**config.mk**
```make
export PLATFORM = sky130hd
export DESIGN_NAME = arm_immediate_encoder
export DESIGN_NICKNAME = d
export VERILOG_FILES = /design/src/rtl/arm_immediate_encoder.sv
export SDC_FILE = /design/constraint.sdc
export NUM_CORES = 1
export LEC_CHECK = 0
export ABC_AREA = 1
export CORE_MARGIN = 1.5
export CORE_UTILIZATION = 55
export CTS_CLUSTER_DIAMETER = 40
export CTS_CLUSTER_SIZE = 20
export DETAILED_ROUTE_END_ITERATION = 10
export GPL_ROUTABILITY_DRIVEN = 0
export MAX_ROUTING_LAYER = met4
export PLACE_DENSITY = 0.78
export SYNTH_ARGS = -nofsm -noshare
export SYNTH_HDL_FRONTEND = slang
export SYNTH_SLANG_ARGS = --single-unit
```
**constraint.sdc**
```tcl
create_clock -name clk -period 3.44 [get_ports clk]
set_input_delay 1.032 -clock clk [delete_from_list [all_inputs] [get_ports clk]]
set_output_delay 1.032 -clock clk [all_outputs]
set_load 0.05 [all_outputs]
```
**src/rtl/arm_immediate_encoder.sv**
```systemverilog
// Searches for an ARM data-processing immediate {rotate, imm8} that reproduces a 32-bit constant.
// One rotation tried per cycle; optional inverted (MVN) form; start/done handshake.
module arm_immediate_encoder (
  input  logic        clk,
  input  logic        rst,
  input  logic        start,
  input  logic [31:0] value,
  input  logic        allowInvert,
  output logic        busy,
  output logic        done,
  output logic        found,
  output logic        inverted,
  output logic [11:0] shiftOperand
);

  typedef enum logic [1:0] {
    IDLE   = 2'd0,
    SEARCH = 2'd1,
    DONE   = 2'd2
  } stateT;

  stateT       state, stateNext;
  logic [3:0]  rotCnt, rotCntNext;
  logic [31:0] latchedValue, latchedValueNext;
  logic        latchedInv, latchedInvNext;
  logic        foundQ, foundNext;
  logic        invQ, invNext;
  logic [11:0] soQ, soNext;

  logic [5:0]  shAmt;
  logic [31:0] candP, candN;
  logic        hitP, hitN;

  // Rotating left by 2*rotCnt undoes a right rotation of the same amount.
  // Inverting commutes with rotation, so the MVN candidate is just ~candP.
  assign shAmt = {1'b0, rotCnt, 1'b0};
  assign candP = (latchedValue << shAmt) | (latchedValue >> (6'd32 - shAmt));
  assign candN = ~candP;
  assign hitP  = (candP[31:8] == 24'd0);
  assign hitN  = latchedInv && (candN[31:8] == 24'd0);

  always_comb begin
    stateNext        = state;
    rotCntNext       = rotCnt;
    latchedValueNext = latchedValue;
    latchedInvNext   = latchedInv;
    foundNext        = foundQ;
    invNext          = invQ;
    soNext           = soQ;
    case (state)
      IDLE: begin
        if (start) begin
          latchedValueNext = value;
          latchedInvNext   = allowInvert;
          foundNext        = 1'b0;
          invNext          = 1'b0;
          soNext           = 12'd0;
          rotCntNext       = 4'd0;
          stateNext        = SEARCH;
        end
      end
      SEARCH: begin
        if (hitP) begin
          foundNext = 1'b1;
          invNext   = 1'b0;
          soNext    = {rotCnt, candP[7:0]};
          stateNext = DONE;
        end else if (hitN) begin
          foundNext = 1'b1;
          invNext   = 1'b1;
          soNext    = {rotCnt, candN[7:0]};
          stateNext = DONE;
        end else if (rotCnt == 4'd15) begin
          foundNext = 1'b0;
          stateNext = DONE;
        end else begin
          rotCntNext = rotCnt + 4'd1;
        end
      end
      DONE:    stateNext = IDLE;
      default: stateNext = IDLE;
    endcase
  end

  always_ff @(posedge clk or negedge rst) begin
    if (!rst) begin
      state        <= IDLE;
      rotCnt       <= 4'd0;
      latchedValue <= 32'd0;
      latchedInv   <= 1'b0;
      foundQ       <= 1'b0;
      invQ         <= 1'b0;
      soQ          <= 12'd0;
    end else begin
      state        <= stateNext;
      rotCnt       <= rotCntNext;
      latchedValue <= latchedValueNext;
      latchedInv   <= latchedInvNext;
      foundQ       <= foundNext;
      invQ         <= invNext;
      soQ          <= soNext;
    end
  end

  assign busy         = (state == SEARCH);
  assign done         = (state == DONE);
  assign found        = foundQ;
  assign inverted     = invQ;
  assign shiftOperand = soQ;

endmodule

```
==> impl_metrics.py, run 1 <==
metrics = {
    "timing": {
        "setup_tns_ns": 0,
        "fmax_ghz": 0.318,
        "max_slew_margin_pct": 62.5,
        "final_hold_viol_count": 0,
        "final_max_slew_viol_count": 0,
        "rsz0062_at_grt": "no",
        "period_needed_ns": 3.14,
        "worstMarginPinSlew_ns": 0.561,
        "setup_viol": 0,
        "fin_crit_sh_pct": 91.3,
        "fin_skew_ns": 0.0109,
    },
    "floorplanning": {
        "io_pins": 52,
        "dieArea_um2": 9910,
        "die_h_um": 99.6,
        "rows": 35,
        "die_w_um": 99.6,
        "core-area_um2": 9150,
        "initial_core_util_pct": 56.0,
    },
    "worst_setup_path": {
        "cp-start-kind": "flop",
        "crit_arrival_ns": 3.36,
        "end_kind": "flop",
        "criticalPathCategory": "reg2reg",
        "rr_worst_depth": 16,
        "crit_path_max_fanout": 34,
        "cp.required_ns": 3.66,
    },
    "min_path": {
        "hold_class": "reg2reg",
        "min_path_cells": 2,
    },
    "global_route": {
        "grt_pass1_wl_mm": 25.2,
        "grt-ovfl-total": 0,
        "grt_max_degree": 38,
        "antenna_found_initial": 0,
        "grtUsageTotal_pct": 32.5,
        "grt_pass1_vias": 5196,
    },
    "synthesis": {
        "synth_area_leaders": "nand2_1 26%, dfrtp_1 26%, nand3_1 19%",
        "synth_top_area_share_pct": 26.3,
        "synth_cell_types": 39,
        "synth_seq_cells": 53,
        "post-synth-top-area-cell": "nand2_1",
        "synth_edf_count": 0,
        "yosysWarnings": 0,
        "synthCells": 835,
        "syn_nets": 873,
        "ys_seq_area_share_pct": 25.9,
        "async_reset_ff_share_pct": 100,
        "synthFlopType": "dfrtp_1",
        "synth_area_um2": 5130,
        "syn_area_per_cell_um2": 6.14,
    },
    "clocking": {
        "cts.sinks": 53,
        "path_clk_slew_ns": 0.10,
        "ctsHoldBuffers": 0,
        "htreeDepth": 2,
        "cts_setup_buffers": 0,
        "cts_resized": 0,
        "numCtsBuffers": 5,
        "clk_latency_ns": 0.31,
        "ctsLongestPathBuffers": 2,
        "cts-root-buf": "clkbuf_8",
        "cts_tree": "built",
    },
    "power": {
        "p_per_area_nw_per_um2": 1090,
        "leakage_nw": 2.82,
        "total_power_mw": 6.14,
        "peakVddDrop_uv": 486,
    },
    "status": {
        "status": "finished clean",
    },
    "finish": {
        "fillerInstances": 878,
        "drive_above_1_share_pct": 9.37,
        "area_growth_pct": 9.83,
        "diodes": 0,
        "nets": 891,
        "fin_cells": 965,
        "fin_util_pct": 61.5,
        "stdcell_area_um2": 5630,
    },
    "route": {
        "drt_iter0_drc": 834,
        "dr.pass1.iters": 5,
        "wirelength_mm": 15.1,
        "ant_nets": 0,
        "route.detailed.drc": 0,
        "num_vias": 5730,
        "via_per_inst": 5.94,
        "post_drt_wl_per_cell_um": 15.7,
    },
    "placement": {
        "io_buffers": 51,
        "postPlaceCellArea_um2": 5520,
        "dp.cells": 957,
        "dpl.hpwl_mm": 11.1,
    },
    "run": {
        "drv_cap": 0,
    },
}
## registers in the layout, summed over array words and instances (netlist names)
signal and cells:
inverted 1, state 2, shiftOperand 12, found 1, latchedValue 32, rotCnt 4, latchedInv 1
## layout by cell type (no fill, tap or decap), drive strengths merged
master	Yosys	layout
nand2	392	392
nand3	205	205
dfrtp	53	53
clkdlybuf4s50	0	50
nor2	49	49
o21ai	20	20
inv	19	19
a21oi	17	17
buf	42	14
clkbuf	11	7
xnor2	6	6
o211ai	3	3
nand4	2	2
and2	2	2
nor3	2	2
o31ai	2	2
xor2	2	2
ha	2	2
a21boi	1	1
clkinv	1	1
o221ai	1	1
a22oi	1	1
o311ai	1	1
a31oi	1	1
bufinv	0	1
## report_power, final
part / leakage [nW] / switching (mW) / internal (mW)
clock: 0.0585 / 0.208 / 0.238
combinational: 2.09 / 3.13 / 1.41
sequential: 0.676 / 0.268 / 0.875
total: 2.82 / 3.61 / 2.53
## layout make-up
class / instances / area [µm²] / area share [%]
multi-input combinational: 709 / 3360 / 59.7
sequential: 53 / 1330 / 23.5
timing repair buffer: 64 / 603 / 10.7
tap: 111 / 139 / 2.47
clock buffer: 7 / 86.3 / 1.53
inverter: 20 / 85.1 / 1.51
clock inverter: 1 / 30.0 / 0.533
## per-stage QoR
step	hold WS [ns]	setup slack, ns
after floorplan	0.442	0.678
after global placement	0.465	0.490
after detailed placement	0.468	0.423
after CTS	0.494	0.396
after global routing	0.511	0.0836
final	0.492	0.299
## worst max-delay path, cell delays in order, from the launching register on
cell	delay, ns
dfrtp_1	0.58
inv_4	0.24
nand2_4	0.18
nand2_8	0.15
inv_4	0.28
nor2_1	0.13
nand2_1	0.09
nand3_1	0.14
nor2_1	0.13
nand2_1	0.05
nor2_1	0.14
nand3_2	0.31
nand2_2	0.19
nor2_2	0.07
nor2_4	0.17
nand2_1	0.07
o21ai_0	0.10
## logic make-up after synthesis
| family | synth area share, % |
|---|---|
| adder cells (fa/ha/maj) | 0.488 |
| flip-flops | 25.9 |
| AND/OR/NAND/NOR | 58.4 |
| AO/OA/AOI/OAI | 5.32 |
| XOR/XNOR | 1.37 |
| buffers and inverters | 8.61 |
## path summary, 6_finish.rpt
check	startpoint	endpoint	slack, ns
min reg2reg	found	found	0.49
max in group asynchronous	rst	latchedValue[14]	1.98
min in group asynchronous	rst	shiftOperand[5]	0.65
min	found	found	0.49
max	rotCnt[2]	rotCnt[2]	0.30
max reg2reg	rotCnt[2]	rotCnt[2]	0.30
## cells in the mapped netlist, types with 2 or more instances
cell type	n
o21ai_0	17
buf_12	2
nor2_1	42
nand3_1	193
nand4_1	2
nor2_2	2
clkbuf_1	11
buf_2	22
nor3_1	2
xor2_1	2
inv_2	2
dfrtp_1	53
nor2_4	3
buf_6	10
and2_1	2
inv_1	14
a21oi_1	16
buf_1	2
o21ai_1	3
o211ai_1	3
xnor2_1	6
ha_1	2
nor2_8	2
buf_4	6
nand2_2	20
o31ai_1	2
inv_4	2
nand2_1	359
nand2_4	12
nand3_2	12
## routing by layer
metal  track usage, %  part of all wire (%)  vias to the layer above
li1                 -                     -                     2761
met1             45.1                    43                     2563
met2             46.8                    42                      347
met3             7.31                    11                       59
met4             10.7                   3.5                        0
met5                -                     0                        -
(Power assumes the default switching activity.)
==> run 2, diff against run 1 <==
Settings changed: CTS_BUF_LIST set to sky130_fd_sc_hd__clkbuf_8, REMOVE_ABC_BUFFERS set to 1.
==> run 2 against run 1 <==
Against the previous run: via count down 0.98%; maximum frequency up 1.2%; cell count unchanged; combinational power down 1%; flip-flop and latch count unchanged; first-iteration DRC count down 44%; hold slack worse by 0.0024 ns; non-clock buffer count unchanged; setup slack better by 0.036 ns; final area down 0.40%; count of clock-buffer cells in the layout down 2; die area unchanged; critical path type unchanged.
==> impl_metrics.py, run 2 (synthesis gave the netlist of run 1 again) <==
metrics = {
    "status": {
        "status": "finished clean",
    },
    "route": {
        "drt_iter0_drc": 468,
        "dr.pass1.iters": 5,
        "via_per_inst": 5.88,
        "num_vias": 5674,
        "wirelength_mm": 14.4,
        "ant_nets": 0,
        "route.detailed.drc": 0,
        "post_drt_wl_per_cell_um": 15.0,
    },
    "min_path": {
        "hold_class": "reg2reg",
        "min_from": "found",
        "hold_end": "found",
        "min_path_cells": 2,
    },
    "placement": {
        "dpl.hpwl_mm": 10.4,
        "postPlaceCellArea_um2": 5520,
        "io_buffers": 51,
        "place_ws_ns": 0.314,
    },
    "timing": {
        "fin_ws_ns": 0.335,
        "fin_skew_ns": 0.00626,
        "hold_slack_ns": 0.490,
        "fmax_ghz": 0.322,
        "fin_crit_sh_pct": 90.3,
        "max_slew_margin_pct": 54.6,
        "rsz0062_at_grt": "no",
        "setup_tns_ns": 0,
        "worstMarginPinSlew_ns": 0.682,
        "setup_viol": 0,
        "period_needed_ns": 3.11,
        "final_max_slew_viol_count": 0,
        "final_hold_viol_count": 0,
    },
    "worst_setup_path": {
        "r2r-start": "rotCnt[0]",
        "crit_arrival_ns": 3.37,
        "path_cells": "inv_6, ha_1, inv_1, buf_4, nand3_1, nand3_1, nand2_1, nand2_1, nand3_1, nor2_1, nand2_1, nor2_1, nand3_4, nand2_4, nand2_4, nand2_4, nand3_1, nand2_1",
        "crit_path_max_fanout": 30,
        "cp.required_ns": 3.70,
        "rr_worst_depth": 18,
        "end_kind": "flop",
        "critPathMaxStageDelay_ns": 0.43,
        "rrSetupSlack_ns": 0.33,
        "criticalPathCategory": "reg2reg",
        "timing.critical_path.slowest_stage_cell": "dfrtp_1",
        "reg2reg_to": "shiftOperand[6]",
        "cp-start-kind": "flop",
    },
    "finish": {
        "max_flop_register": "latchedValue",
        "diodes": 0,
        "stdcell_area_um2": 5610,
        "mostFrequentLayoutCells": "359 x nand2_1, 193 x nand3_1, 53 x dfrtp_1, 50 x clkdlybuf4s50_1, 41 x nor2_1",
        "nets": 891,
        "area_growth_pct": 9.39,
        "largest_reg_flops": 32,
        "drive_above_1_share_pct": 9.48,
        "final_common_cell": "nand2_1",
        "fillerInstances": 924,
    },
    "power": {
        "power.internal_mw": 2.43,
        "clock_power_share_pct": 6.0,
        "sw_frac_of_total_pct": 59.3,
        "p_sw_mw": 3.54,
        "total_power_mw": 5.97,
        "leakage_nw": 2.81,
        "peakVddDrop_uv": 470,
        "p_per_area_nw_per_um2": 1060,
        "pwr-share-comb_pct": 75.4,
        "seq_power_share_pct": 18.6,
    },
    "clocking": {
        "cts-root-buf": "clkbuf_8",
        "clk_latency_ns": 0.32,
        "numCtsBuffers": 5,
        "cts.sinks": 53,
        "htreeDepth": 2,
        "cts_tree": "built",
        "ctsLongestPathBuffers": 2,
        "path_clk_slew_ns": 0.10,
    },
    "global_route": {
        "antenna_found_initial": 0,
        "grt_pass1_vias": 5464,
        "grt_pass1_wl_mm": 24.9,
        "grtUsageTotal_pct": 31.6,
        "grt_max_degree": 54,
        "grt-ovfl-total": 0,
    },
    "floorplanning": {
        "io_pins": 52,
        "die_w_um": 99.6,
        "die_h_um": 99.6,
        "initial_core_util_pct": 56.0,
        "rows": 35,
        "dieArea_um2": 9910,
        "core-area_um2": 9150,
    },
    "run": {
        "drv_cap": 0,
    },
}
==> run 2: cell types whose count changed in the layout (fill, tap and decap cells not counted), sizes merged <==
cell and change:
bufinv -1, clkinv +2, clkinvlp +1, clkbuf -2
==> run 2: power by group through the flow <==
stage	sequential, mW	clock [mW]	combinational [mW]
4_1_cts	1.11	0.370	4.40
5_1_grt	1.15	0.384	5.02
2_1_floorplan	1.29	0	3.05
3_5_place_dp	1.12	0	4.39
6_report	1.11	0.358	4.50
3_3_place_gp	1.12	0	4.30
==> run 2: final cells by class <==
| type | count | area (µm²) | share of cell area [%] |
|---|---|---|---|
| multi-input combinational | 709 | 3370 | 60.1 |
| sequential | 53 | 1330 | 23.6 |
| timing repair buffer | 64 | 603 | 10.7 |
| tap | 111 | 139 | 2.48 |
| inverter | 20 | 85.1 | 1.52 |
| clock buffer | 5 | 68.8 | 1.23 |
| clock inverter | 3 | 17.5 | 0.312 |
==> run 2: timing repair <==
action | 4_1_cts | 5_1_grt
endpoints found under the setup margin | 0 | 2
resized for setup | 0 | 1
setup buffers | 0 | 0
hold buffers | 0 | 0
==> run 2: critical path: cells and delay by family, from the launching register on <==
family	cells	cell delay [ns]
adder cells (fa/ha/maj)	1	0.29
AND/OR/NAND/NOR	14	1.73
flip-flops	1	0.43
buffers and inverters	3	0.58
==> run 2: metal layers <==
| metal | share of wire, % | vias to the layer above | GRT usage, % |
|---|---|---|---|
| li1 | - | 2758 | - |
| met1 | 42 | 2547 | 40.0 |
| met2 | 46 | 316 | 50.0 |
| met3 | 7.8 | 53 | 4.43 |
| met4 | 3.6 | 0 | 14.7 |
| met5 | 0 | - | - |
==> run 2: how the worst max path moves through the flow <==
| stage | from | endpoint | slack, ns | cells after the start |
|---|---|---|---|---|
| 6_report | rotCnt[0] | shiftOperand[6] | 0.33 | 18 |
| 5_1_grt | rotCnt[0] | shiftOperand[1] | 0.05 | 20 |
| 4_1_cts | rotCnt[0] | shiftOperand[1] | 0.29 | 18 |
| 3_5_place_dp | rotCnt[0] | rotCnt[1] | 0.31 | 17 |
| 3_3_place_gp | rotCnt[0] | shiftOperand[2] | 0.44 | 18 |
| 2_1_floorplan | rotCnt[1] | shiftOperand[6] | -0.86 | 16 |
==> run 2: through the flow <==
step                      std cells  util, %
final                           965     61.3
after floorplan                 782        -
after global placement          957     60.3
after CTS                       965     61.2
after global routing            965     61.3
after detailed placement        957     60.3
